[src/rtl/dpi_stream_sequencer.sv]
// Packet-to-stream sequencer: maps each packet's flow tag to a 64-slot stream id,
// pulses a state-restore strobe, then replays the bytes to the matcher and closes with eop.
module dpi_stream_sequencer #(
  parameter int LOAD_GAP   = 2,
  parameter int EOP_DELAY  = 3,
  parameter bit EN_DEFAULT = 1'b1
) (
  input  logic        clk,
  input  logic        rst_n,
  input  logic        pkt_vld,
  input  logic        pkt_sop,
  input  logic        pkt_eop,
  input  logic [7:0]  pkt_data,
  input  logic [15:0] pkt_flow_id,
  output logic        pkt_rdy,
  input  logic        cfg_wr,
  input  logic [5:0]  cfg_sid,
  input  logic        cfg_en,
  output logic        load_state,
  output logic        new_stream_id,
  output logic [5:0]  stream_id,
  output logic [7:0]  char_in,
  output logic        char_in_vld,
  output logic        eop,
  output logic        enable,
  output logic [15:0] err_cnt
);

  typedef enum logic [2:0] {IDLE, LOOKUP, LOAD, GAP, STREAM, DRAIN, EOP} state_t;

  localparam int GAP_LAST   = LOAD_GAP - 1;
  localparam int DRAIN_LAST = EOP_DELAY - 2;

  state_t      state, next_state;
  logic [15:0] dly_cnt;
  logic [15:0] tag_mem [64];
  logic [63:0] tag_vld;
  logic [63:0] en_table;
  logic [5:0]  alloc_ptr;
  logic [15:0] hold_flow;
  logic [7:0]  hold_data;
  logic        hold_eop;
  logic        last_seen;
  logic        en_q;
  logic        hit;
  logic [5:0]  hit_idx;
  logic        accept;
  logic        allocate;
  logic        err_inc;

  // Once the eop byte sits on char_in nothing more may be taken for this packet
  assign pkt_rdy     = rst_n && ((state == IDLE) || ((state == STREAM) && !last_seen));
  assign accept      = pkt_vld && pkt_rdy;
  assign load_state  = (state == LOAD);
  assign eop         = (state == EOP);
  assign enable      = (state == LOAD) ? en_table[stream_id] : en_q;
  assign allocate    = (state == LOOKUP) && !hit;
  assign err_inc     = accept && (((state == IDLE) && !pkt_sop) || ((state == STREAM) && pkt_sop));

  always_comb begin
    hit     = 1'b0;
    hit_idx = '0;
    for (int i = 0; i < 64; i++) begin
      if (!hit && tag_vld[i] && (tag_mem[i] == hold_flow)) begin
        hit     = 1'b1;
        hit_idx = 6'(i);
      end
    end
  end

  always_comb begin
    next_state = state;
    case (state)
      IDLE:    if (accept && pkt_sop) next_state = LOOKUP;
      LOOKUP:  next_state = LOAD;
      LOAD:    next_state = (LOAD_GAP == 0) ? STREAM : GAP;
      GAP:     if (int'(dly_cnt) >= GAP_LAST) next_state = STREAM;
      STREAM:  if (last_seen) next_state = (EOP_DELAY <= 1) ? EOP : DRAIN;
      DRAIN:   if (int'(dly_cnt) >= DRAIN_LAST) next_state = EOP;
      EOP:     next_state = IDLE;
      default: next_state = IDLE;
    endcase
  end

  // dly_cnt restarts on every state change and counts cycles spent in GAP/DRAIN
  always_ff @(posedge clk or negedge rst_n) begin
    if (!rst_n) begin
      state   <= IDLE;
      dly_cnt <= '0;
    end else begin
      state   <= next_state;
      dly_cnt <= (next_state != state) ? '0 : dly_cnt + 16'd1;
    end
  end

  always_ff @(posedge clk or negedge rst_n) begin
    if (!rst_n) begin
      tag_vld   <= '0;
      alloc_ptr <= '0;
    end else if (allocate) begin
      tag_vld[alloc_ptr] <= 1'b1;
      alloc_ptr          <= alloc_ptr + 6'd1;
    end
  end

  always_ff @(posedge clk) begin
    if (allocate) tag_mem[alloc_ptr] <= hold_flow;
  end

  // A same-cycle cfg write overrides the default of a freshly allocated slot
  always_ff @(posedge clk or negedge rst_n) begin
    if (!rst_n) begin
      en_table <= {64{EN_DEFAULT}};
    end else begin
      if (allocate) en_table[alloc_ptr] <= EN_DEFAULT;
      if (cfg_wr)   en_table[cfg_sid]   <= cfg_en;
    end
  end

  always_ff @(posedge clk or negedge rst_n) begin
    if (!rst_n) begin
      hold_flow     <= '0;
      hold_data     <= '0;
      hold_eop      <= 1'b0;
      stream_id     <= '0;
      new_stream_id <= 1'b0;
      en_q          <= 1'b0;
    end else begin
      if ((state == IDLE) && accept && pkt_sop) begin
        hold_flow <= pkt_flow_id;
        hold_data <= pkt_data;
        hold_eop  <= pkt_eop;
      end
      if (state == LOOKUP) begin
        stream_id     <= hit ? hit_idx : alloc_ptr;
        new_stream_id <= !hit;
      end
      if (state == LOAD) en_q <= en_table[stream_id];
    end
  end

  // The held SOP byte is launched on the edge into STREAM; later beats follow one cycle after acceptance
  always_ff @(posedge clk or negedge rst_n) begin
    if (!rst_n) begin
      char_in     <= '0;
      char_in_vld <= 1'b0;
      last_seen   <= 1'b0;
    end else if ((state != STREAM) && (next_state == STREAM)) begin
      char_in     <= hold_data;
      char_in_vld <= 1'b1;
      last_seen   <= hold_eop;
    end else if ((state == STREAM) && accept) begin
      char_in     <= pkt_data;
      char_in_vld <= 1'b1;
      last_seen   <= pkt_eop;
    end else begin
      char_in_vld <= 1'b0;
    end
  end

  always_ff @(posedge clk or negedge rst_n) begin
    if (!rst_n) begin
      err_cnt <= '0;
    end else if (err_inc && (err_cnt != 16'hFFFF)) begin
      err_cnt <= err_cnt + 16'd1;
    end
  end

endmodule

[config.mk]
export PLATFORM = sky130hd
export DESIGN_NAME = dpi_stream_sequencer
export DESIGN_NICKNAME = d
export VERILOG_FILES = /design/src/rtl/dpi_stream_sequencer.sv
export SDC_FILE = /design/constraint.sdc
export NUM_CORES = 2
export LEC_CHECK = 0
export BUFFER_PORTS_ARGS = -buffer_cell sky130_fd_sc_hd__buf_2
export CAP_MARGIN = 20
export CORE_ASPECT_RATIO = 0.9
export CORE_MARGIN = 2
export CORE_UTILIZATION = 57
export CTS_CLUSTER_DIAMETER = 60
export CTS_CLUSTER_SIZE = 8
export DETAILED_ROUTE_END_ITERATION = 10
export PLACE_DENSITY = 0.73
export SETUP_SLACK_MARGIN = 0.1
export SYNTH_ARGS = -nofsm -noshare
export SYNTH_HDL_FRONTEND = slang
export SYNTH_SLANG_ARGS = --single-unit
[constraint.sdc]
create_clock -name clk -period 6.9 [get_ports clk]
set_clock_uncertainty 0.05 [all_clocks]
set_input_delay 1.035 -clock clk [delete_from_list [all_inputs] [get_ports clk]]
set_output_delay 1.035 -clock clk [all_outputs]
set_load 0.02 [all_outputs]
==> flow_metrics.tcl <==
set metrics [dict create \
    outcome "completed" \
    finalMaxSlewViolations 0 \
    dp_hpwl_um 96900 \
    core_sq_um 100000 \
    r2r_slack_ns 0.94 \
    clkTransAtPathRegs_ns 0.05 \
    pre_cts_ws_ns 1.19 \
    yosys-top-cells-count "edfxtp_1, xnor2_1, xor2_1" \
    cap_violations 0 \
    synth.area.top_cells "edfxtp_1, xnor2_1, dfrtp_1, xor2_1, dfstp_2" \
    numCtsBuffers 173 \
    r2r-start "hold_flow[13]" \
    grt_pass1_wl_um 230000 \
    grt-ovfl-total 0 \
    min_path_type "in -> async" \
    die_x_um 340 \
    avgSynthCellArea_sq_um 13.7 \
    finalSetupTns_ns 0 \
    viasPerCell 6.24 \
    synth-seq-cells 1236 \
    synth_compound_area_frac 0.0248 \
    initial_core_util 0.577 \
    ctsResizeCount 0 \
    postCtsSetupBuffers 0 \
    min_period_ns 5.96 \
    cts_htree_levels 4 \
    grt_antenna_before_repair 8 \
    worstPathRequired_ns 7.26 \
    vdd_drop_max_mv 0.294 \
    max_freq_mhz 168 \
    yosys.area_share.simple 0.149 \
    clock-root-buffer "clkbuf_16" \
    yosys_warnings 0 \
    relSlewSlack 0.225 \
    hold_ws_ns 0.155 \
    crit_path_end_kind "flop" \
    syn-num-nets 4280 \
    drcViolationCount 0 \
    crit_type "reg -> reg" \
    worst_pin_slew_ns 1.15 \
    gp_congestion 0.936 \
    die_height_um 306 \
    async_flop_share 0.172 \
    finalCritPeriodShare 0.864 \
    crit_start "hold_flow[13]" \
    cp-endpoint "tag_mem[27][10]" \
    synth.top_cell.area_share 0.531 \
    grt_pass1_vias 36600 \
    rsz0062_at_grt "false" \
    power_mw 27.0 \
    setup_violations 0 \
    io_pins 73 \
    timing.rr.end "tag_mem[27][10]" \
    synth_edf_count 1024 \
    setup_ws_ns 0.938 \
    ys_types 76 \
    yosysMostFrequentCell "edfxtp_1" \
    wire_per_inst_um 25.6 \
    ctsHoldBuffers 0 \
    synthMuxAreaShare 0.0153 \
    wirelength_um 152000 \
    ys.flop_type "edfxtp_1" \
    finalHoldViolCount 0 \
    synth-adder-area-share 0.00108 \
    worstPathMaxFanout 50 \
    cts_tree "yes" \
    powerDensity_nw_per_um2 414 \
    finalNetCount 4499 \
    worstPathArrival_ns 6.32 \
    grt_use_total 0.292 \
    clk_path_buf_depth 3 \
    rows 110 \
    grt_max_degree 75 \
    synth_top_family_by_area "XOR/XNOR gates" \
    startpoint_type "flop" \
    p_leak_nw 21.9 \
    portBuffers 72 \
    layout-area-overhead-vs-synth_pct 12.6 \
    yosysTopAreaCell "edfxtp_1" \
    syn_inst 4238 \
    drt_iter0_markers 4200 \
    fp.dieArea_sq_um 104000 \
    first_pass_iters 6 \
    clock_sinks 1236 \
    reg2reg_depth 12 \
    fill_cells 7182 \
    synthesis.area_sq_um 57900 \
    synth_xor_xnor_area_share 0.160 \
    drive_above_1_share 0.135 \
    ant_nets 0 \
    dr_total_vias 37075 \
    yosysSeqAreaShare 0.624 \
    clk_latency_ns 0.78 \
]
==> through the flow <==
| step | instances | area [sq um] | util |
|---|---|---|---|
| 3_3_place_gp | 5623 | 60100 | 0.599 |
| 6_report | 5943 | 65200 | 0.650 |
| 2_1_floorplan | 4238 | 57900 | - |
| 4_1_cts | 5939 | 65200 | 0.650 |
| 5_1_grt | 5941 | 65200 | 0.650 |
| 3_5_place_dp | 5625 | 60100 | 0.599 |
==> report_power, final <==
part	internal [mW]	switching [mW]	total [mW]	leakage, nW
combinational	3.14	5.20	8.34	7.67
sequential	9.44	1.26	10.7	11.9
clock	4.79	3.16	7.96	2.41
==> worst max-delay path, cell delays in order (launching register included) <==
cell and delay (ns):
dfrtp_4 1.11, buf_4 0.37, xnor2_1 0.12, and3_1 0.20, nand4_1 0.11, o22ai_1 0.29, nor4_1 0.87, and4_1 0.42
and4b_1 0.33, nand2_4 0.31, buf_12 0.33, or3_1 0.49, inv_1 0.49
==> layout by cell type (no fill, tap or decap), types with 13 or more instances in the layout <==
cell | netlist | final
buf_12 | 0 | 23
dfrtp_1 | 148 | 132
o22ai_1 | 22 | 22
xor2_1 | 392 | 392
buf_2 | 5 | 73
dfstp_2 | 64 | 64
nand2b_1 | 39 | 39
nand4_1 | 245 | 245
or2_1 | 29 | 29
dfrtp_4 | 0 | 16
nor3_2 | 34 | 35
clkbuf_1 | 49 | 125
or3_1 | 51 | 51
nor2_1 | 179 | 179
nor4_1 | 131 | 131
o21bai_1 | 23 | 23
mux2_2 | 27 | 27
xnor2_1 | 666 | 666
or2_2 | 30 | 30
and3_1 | 65 | 65
clkbuf_16 | 0 | 176
inv_1 | 51 | 51
a21oi_1 | 43 | 43
edfxtp_1 | 1024 | 1024
or4_1 | 49 | 49
nand2_1 | 191 | 190
nor3b_1 | 22 | 22
mux4_2 | 21 | 21
nor4b_1 | 44 | 44
buf_4 | 64 | 120
nand4b_1 | 38 | 38
o21ai_0 | 13 | 13
and4_1 | 45 | 45
nor3_1 | 100 | 99
o32a_1 | 21 | 21
nand3_1 | 119 | 119
==> worst min path at each step <==
stage                start  depth (start not counted)  slack, ns           to
2_1_floorplan  tag_vld[63]                          1       0.37  tag_vld[63]
3_3_place_gp   tag_vld[60]                          1       0.40  tag_vld[60]
3_5_place_dp   tag_vld[61]                          1       0.40  tag_vld[61]
4_1_cts              rst_n                          1       0.14  tag_vld[51]
5_1_grt              rst_n                          1       0.16  tag_vld[32]
6_report             rst_n                          1       0.16  tag_vld[33]
==> kinds of logic after synthesis <==
| kind of cell | Yosys count |
|---|---|
| mux | 59 |
| simple gates | 1464 |
| fa+ha+maj | 5 |
| buf+inv | 225 |
| flops | 1236 |
| compound gates | 191 |
| xor+xnor | 1058 |
==> cell type report <==
cell class | instances | area, sq um | area share
inverter | 51 | 191 | 0.00294
multi-input combinational | 2777 | 20300 | 0.311
tap | 1344 | 1680 | 0.0258
antenna | 3 | 7.51 | 0.000115
timing repair buffer | 218 | 1770 | 0.0271
clock buffer | 301 | 4870 | 0.0747
clock inverter | 13 | 209 | 0.00320
sequential | 1236 | 36200 | 0.555
==> metal layers <==
| metal | routed length, um | up-vias | global-route usage |
|---|---|---|---|
| met3 | 14400 | 357 | 0.0686 |
| met5 | 63 | - | 0 |
| met4 | 5530 | 8 | 0.113 |
| met2 | 67800 | 1870 | 0.435 |
| li1 | - | 16269 | - |
| met1 | 64200 | 18571 | 0.417 |
==> state kept, by name, indices dropped and copies added, names as in the netlist, 6 cells and up <==
signal and cells:
alloc_ptr 6, hold_flow 16, tag_vld 64, tag_mem 1024, dly_cnt 16, hold_data 8
err_cnt 16, stream_id 6, char_in 8, en_table 64
(Power assumes the default switching activity.)
